$ cat config.mk
export PLATFORM = sky130hd
export DESIGN_NAME = level_sequencer
export DESIGN_NICKNAME = d
export VERILOG_FILES = /design/src/rtl/level_sequencer.sv
export SDC_FILE = /design/constraint.sdc
export NUM_CORES = 1
export LEC_CHECK = 0
export BUFFER_PORTS_ARGS = -buffer_cell sky130_fd_sc_hd__buf_2
export CORE_UTILIZATION = 45
export DETAILED_ROUTE_END_ITERATION = 6
export PLACE_DENSITY = 0.66
export SLEW_MARGIN = 20
export SYNTH_ARGS = -nofsm -noshare
export SYNTH_HDL_FRONTEND = slang
export SYNTH_SLANG_ARGS = --single-unit
$ cat constraint.sdc
create_clock -name CC_LEVELSEQ_CLOCK_50 -period 3.6 [get_ports CC_LEVELSEQ_CLOCK_50]
set_input_delay 0.18 -clock CC_LEVELSEQ_CLOCK_50 [delete_from_list [all_inputs] [get_ports CC_LEVELSEQ_CLOCK_50]]
set_output_delay 0.18 -clock CC_LEVELSEQ_CLOCK_50 [all_outputs]
set_load 0.005 [all_outputs]
$ cat src/rtl/level_sequencer.sv
// Game-flow controller for the Frogger level mux: advances levels on goal, tracks lives on
// collision, and issues a one-cycle load strobe whenever the playfield must latch mux data.
module level_sequencer #(
    parameter int LEVEL_WIDTH = 2,
    parameter int NUM_LEVELS  = 4,
    parameter int LIVES_WIDTH = 2,
    parameter int LIVES_INIT  = 3,
    parameter int SHOW_CYCLES = 4
) (
    input  logic                   CC_LEVELSEQ_CLOCK_50,
    input  logic                   CC_LEVELSEQ_RESET_InLow,
    input  logic                   CC_LEVELSEQ_start_In,
    input  logic                   CC_LEVELSEQ_win_In,
    input  logic                   CC_LEVELSEQ_hit_In,
    output logic [LEVEL_WIDTH-1:0] CC_LEVELSEQ_select_OutBUS,
    output logic [LIVES_WIDTH-1:0] CC_LEVELSEQ_lives_OutBUS,
    output logic                   CC_LEVELSEQ_load_Out,
    output logic                   CC_LEVELSEQ_playing_Out,
    output logic                   CC_LEVELSEQ_gameover_Out,
    output logic                   CC_LEVELSEQ_victory_Out
);

    localparam int CNT_W = $clog2(SHOW_CYCLES + 1);
    localparam logic [LEVEL_WIDTH-1:0] LAST_LEVEL = LEVEL_WIDTH'(NUM_LEVELS - 1);
    localparam logic [LIVES_WIDTH-1:0] LIVES_RST  = LIVES_WIDTH'(LIVES_INIT);
    localparam logic [CNT_W-1:0]       CNT_LOAD   = CNT_W'(SHOW_CYCLES - 1);

    typedef enum logic [2:0] {
        S_IDLE,
        S_LOAD,
        S_PLAY,
        S_WAIT,
        S_GAMEOVER,
        S_VICTORY
    } state_t;

    state_t                 r_state, w_next_state;
    logic [LEVEL_WIDTH-1:0] r_select, w_next_select;
    logic [LIVES_WIDTH-1:0] r_lives, w_next_lives;
    logic [CNT_W-1:0]       r_cnt, w_next_cnt;
    logic                   r_prev_start, r_prev_win, r_prev_hit;
    logic                   r_load, r_playing, r_gameover, r_victory;
    logic                   w_start_edge, w_win_edge, w_hit_edge;

    assign w_start_edge = CC_LEVELSEQ_start_In & ~r_prev_start;
    assign w_win_edge   = CC_LEVELSEQ_win_In   & ~r_prev_win;
    assign w_hit_edge   = CC_LEVELSEQ_hit_In   & ~r_prev_hit;

    always_ff @(posedge CC_LEVELSEQ_CLOCK_50 or negedge CC_LEVELSEQ_RESET_InLow) begin
        if (!CC_LEVELSEQ_RESET_InLow) begin
            r_state      <= S_IDLE;
            r_select     <= '0;
            r_lives      <= LIVES_RST;
            r_cnt        <= '0;
            r_prev_start <= 1'b0;
            r_prev_win   <= 1'b0;
            r_prev_hit   <= 1'b0;
            r_load       <= 1'b0;
            r_playing    <= 1'b0;
            r_gameover   <= 1'b0;
            r_victory    <= 1'b0;
        end else begin
            r_state      <= w_next_state;
            r_select     <= w_next_select;
            r_lives      <= w_next_lives;
            r_cnt        <= w_next_cnt;
            r_prev_start <= CC_LEVELSEQ_start_In;
            r_prev_win   <= CC_LEVELSEQ_win_In;
            r_prev_hit   <= CC_LEVELSEQ_hit_In;
            // Status flags are decoded from the next state so they line up with r_state.
            r_load       <= (w_next_state == S_LOAD);
            r_playing    <= (w_next_state == S_PLAY);
            r_gameover   <= (w_next_state == S_GAMEOVER);
            r_victory    <= (w_next_state == S_VICTORY);
        end
    end

    always_comb begin
        w_next_state  = r_state;
        w_next_select = r_select;
        w_next_lives  = r_lives;
        w_next_cnt    = r_cnt;
        case (r_state)
            S_IDLE, S_GAMEOVER, S_VICTORY: begin
                if (w_start_edge) begin
                    w_next_state  = S_LOAD;
                    w_next_select = '0;
                    w_next_lives  = LIVES_RST;
                end
            end
            S_LOAD: w_next_state = S_PLAY;
            S_PLAY: begin
                // Collision outranks reaching the goal in the same cycle.
                if (w_hit_edge) begin
                    if (r_lives <= LIVES_WIDTH'(1)) begin
                        w_next_lives = '0;
                        w_next_state = S_GAMEOVER;
                    end else begin
                        w_next_lives = r_lives - LIVES_WIDTH'(1);
                        w_next_cnt   = CNT_LOAD;
                        w_next_state = S_WAIT;
                    end
                end else if (w_win_edge) begin
                    if (r_select == LAST_LEVEL) begin
                        w_next_state = S_VICTORY;
                    end else begin
                        w_next_select = r_select + LEVEL_WIDTH'(1);
                        w_next_cnt    = CNT_LOAD;
                        w_next_state  = S_WAIT;
                    end
                end
            end
            S_WAIT: begin
                if (r_cnt == '0) begin
                    w_next_state = S_LOAD;
                end else begin
                    w_next_cnt = r_cnt - CNT_W'(1);
                end
            end
            default: w_next_state = S_IDLE;
        endcase
    end

    assign CC_LEVELSEQ_select_OutBUS = r_select;
    assign CC_LEVELSEQ_lives_OutBUS  = r_lives;
    assign CC_LEVELSEQ_load_Out      = r_load;
    assign CC_LEVELSEQ_playing_Out   = r_playing;
    assign CC_LEVELSEQ_gameover_Out  = r_gameover;
    assign CC_LEVELSEQ_victory_Out   = r_victory;

endmodule
==> metrics.md <==
| Metric | Value |
|---|---|
| Status | `finished, final reports clean` |
| #FFs+latches synth | `17` |
| Power per standard cell area | `702 nW/um^2` |
| GP Congestion | `~0.8` |
| Row cnt | `15` |
| Initial Util | `between 40% and 50%` |
| Sw Share | `between 30% and 40%` |
| Reg2reg start | `CC_LEVELSEQ_select_OutBUS[0]$_DFFE_PN0P_` |
| DR vias | `635` |
| Largest net degree at the start of global routing | `18` |
| Detailed Place HPWL | `~1100 um` |
| Setup TNS | `0 ns` |
| Fmax | `approximately 660 MHz` |
| Postcts setup bufs | `0` |
| WP data arrival | `~1.7 ns` |
| Total grt overflow | `0` |
| Mapped cell area | `841 um^2` |
| Clock sink count | `17` |
| Final setup violation count | `0` |
| DRC Markers | `0` |
| Worst-path clk slew | `about 0.10 ns` |
| Tightest Pin Transition | `between 0.4 and 0.5 ns` |
| Pins Over Slew Limit | `0` |
| Max FO, Critical Path | `5` |
| Clk root buf | `clkbuf_4` |
| DR vias/cell | `5.20` |
| Worst hold path class | `in -> async` |
| Layout Utilization | `~57%` |
| Mapped Cells | `about 80` |
| Maximum root-to-sink buffer count | `2` |
| IO Port Bufs | `12` |
| Critical Path End Type | `flip-flop` |
| Synthesis Warnings | `0` |
| Vias in the first global route | `around 600` |
| Die height | `~45 um` |
| Fraction of layout cells with a size suffix above 1 | `a little under a quarter` |
| Post-CTS resize count | `0` |
| Clock share of power | `roughly 15%` |
| Seq pwr share | `45.9%` |
| Slew Limit Headroom | `72.6%` |
| Synth-to-Final Area Change | `18.0%` |
| Syn_nets | `between 80 and 90` |
| Final nets | `between 100 and 150` |
| CTS tree | `yes` |
| Filler cell count | `about 160` |
| Die X | `between 40 and 50 um` |
| CTS buffer count | `3` |
| Clock Latency Late Sink | `0.30 ns` |
| Crit. Startpoint | `CC_LEVELSEQ_select_OutBUS[0]$_DFFE_PN0P_` |
| Max Cap Viol | `0` |
| WL final | `between 1500 and 2000 um` |
| Final worst path period share | `41.8%` |
| Setup CP Type | `reg -> reg` |
| Avg WL per Cell | `12.4 um` |
| Number of antenna-violating nets in the routed design | `0` |
| Leak Pwr | `about 0.46 nW` |
| Internal | `about 430 uW` |
| Minimum clock period | `around 1.5 ns` |
| Worst vdd ir | `between 0.0003 and 0.0004 V` |
| GRT Overall Usage | `17.5%` |
| First-pass GRT wire length | `about 2500 um` |
| Combinational power share | `between 30% and 40%` |
| DR iter-0 viols | `16` |
| Register area share after synthesis | `between 50% and 60%` |
| Final Hold Violating Endpoints | `0` |
| Clk_skew | `0.00433 ns` |
| Pre-antenna DRT Iters | `4` |
| # diodes | `0` |
| Io pins | `13` |
| Core area | `1750 um^2` |
| Initial antenna violation count | `0` |
| H-tree levels | `1` |
| CP Launch Type | `flip-flop` |
| Post-synth cell types | `27` |
| CP required | `around 3.8 ns` |
| RSZ-0062 raised after global routing | `false` |
| Sw Pwr | `~270 uW` |
| Syn Area/Cell | `10.8 um^2` |
| Area of the die | `2050 um^2` |
## logic make-up after synthesis
group                    count (synthesis)  synth area share (%)
AND/OR/NAND/NOR                         33                  23.5
AO/OA/AOI/OAI                           17                  14.9
flip-flops                              17                  50.9
buffers and inverters                    5                  2.68
multiplexers                             3                  3.57
adder cells (fa/ha/maj)                  3                  4.46
## cells in the final DEF (no fill, tap or decap), drive strengths merged, types with 2 or more instances in the layout
cell type	count
a211oi	2
a21oi	3
buf	12
clkbuf	3
dfrtp	15
dfstp	2
dlygate4sd3	4
ha	3
inv	4
mux2i	3
nand2	9
nand2b	3
nand3	3
nand3b	4
nor2	5
nor2b	3
nor3	2
nor3b	2
o21ai	6
## power groups by stage
stage / logic, mW / registers, mW / clock network, mW
6_report: 0.271 / 0.320 / 0.106
5_1_grt: 0.306 / 0.333 / 0.119
4_1_cts: 0.273 / 0.320 / 0.110
3_5_place_dp: 0.268 / 0.323 / 0
3_3_place_gp: 0.266 / 0.319 / 0
2_1_floorplan: 0.213 / 0.306 / 0
## per-layer routing
metal / part of all wire (%) / global-route usage [%] / vias to the layer above
met5: 0 / 0 / -
met1: 51 / 22.7 / 300
li1: - / - / 314
met3: 4.3 / 6.00 / 2
met2: 43 / 27.5 / 19
met4: 1.1 / 5.45 / 0
## worst max-delay path: stages, from the launching register on
cell and delay [ns]:
dfrtp_1 0.41, ha_1 0.31, nor3b_1 0.41, o31ai_4 0.13, o2111a_1 0.14
## cell type report
type / count / area [um^2] / share of cell area, %
clock buffers: 3 / 22.5 / 2.27
clock inverters: 1 / 5.00 / 0.504
inverters: 4 / 15.0 / 1.51
multi-input cells: 56 / 390 / 39.3
flip-flops and latches: 17 / 428 / 43.1
well taps: 25 / 31.3 / 3.15
repair buffers: 16 / 100 / 10.1
## synthesized netlist by cell type (all sizes together)
| cell type | number | share of area, % |
|---|---|---|
| or3b | 1 | 1.3 |
| dfrtp | 15 | 45 |
| a21oi | 3 | 1.8 |
| inv | 4 | 1.8 |
| nand3b | 4 | 3.6 |
| a31oi | 1 | 0.74 |
| nor3b | 2 | 2.4 |
| dfstp | 2 | 6.2 |
| nand2 | 9 | 4.0 |
| ha | 3 | 4.5 |
| nor2 | 5 | 2.2 |
| o21ai | 6 | 3.6 |
| o211ai | 1 | 0.89 |
| o2111a | 1 | 1.3 |
| a211oi | 2 | 1.8 |
| o31ai | 1 | 2.5 |
| nand3 | 3 | 1.8 |
| buf | 1 | 0.89 |
| nand2b | 3 | 2.2 |
| a32o | 1 | 1.2 |
| nor2b | 3 | 2.2 |
| mux2i | 3 | 3.6 |
| o2bb2ai | 1 | 1.0 |
| nor3 | 2 | 1.2 |
| nor4 | 1 | 2.5 |
## stage by stage
step	cell area [um^2]	cells	worst slack (ns)	hold WS, ns	total power, mW
finish	992	122	2.09	0.307	0.697
floorplan	841	78	2.22	-0.116	0.519
detailed placement	925	114	2.11	0.120	0.591
CTS	992	122	2.08	0.315	0.703
global placement	925	114	2.13	0.120	0.585
global route	992	122	1.97	0.351	0.759
## path summary, 6_finish.rpt
path	end	slack (ns)	cells after the start
setup reg to reg	CC_LEVELSEQ_playing_Out$_DFF_PN0_	2.09	4
max in group asynchronous	CC_LEVELSEQ_lives_OutBUS[0]$_DFFE_PN1P_	2.98	2
min in group CC_LEVELSEQ_CLOCK_50	r_cnt[0]$_DFFE_PN0P_	0.53	1
hold reg to reg	r_cnt[0]$_DFFE_PN0P_	0.53	1
setup / recovery	CC_LEVELSEQ_playing_Out$_DFF_PN0_	2.09	4
hold / removal	CC_LEVELSEQ_select_OutBUS[1]$_DFFE_PN0P_	0.31	2
## repair_timing
item,4_1_cts,5_1_grt
setup endpoints to repair,0,0
hold buffers,4,0
endpoints found under the hold margin,18,0
## state kept, by name (all words and copies together), names as in the netlist
name and cells:
r_cnt 3, r_state 3, CC_LEVELSEQ_lives_OutBUS 2, CC_LEVELSEQ_select_OutBUS 2, CC_LEVELSEQ_gameover_Out 1, CC_LEVELSEQ_load_Out 1
CC_LEVELSEQ_playing_Out 1, CC_LEVELSEQ_victory_Out 1, r_prev_hit 1, r_prev_start 1, r_prev_win 1
(Power assumes the default switching activity.)
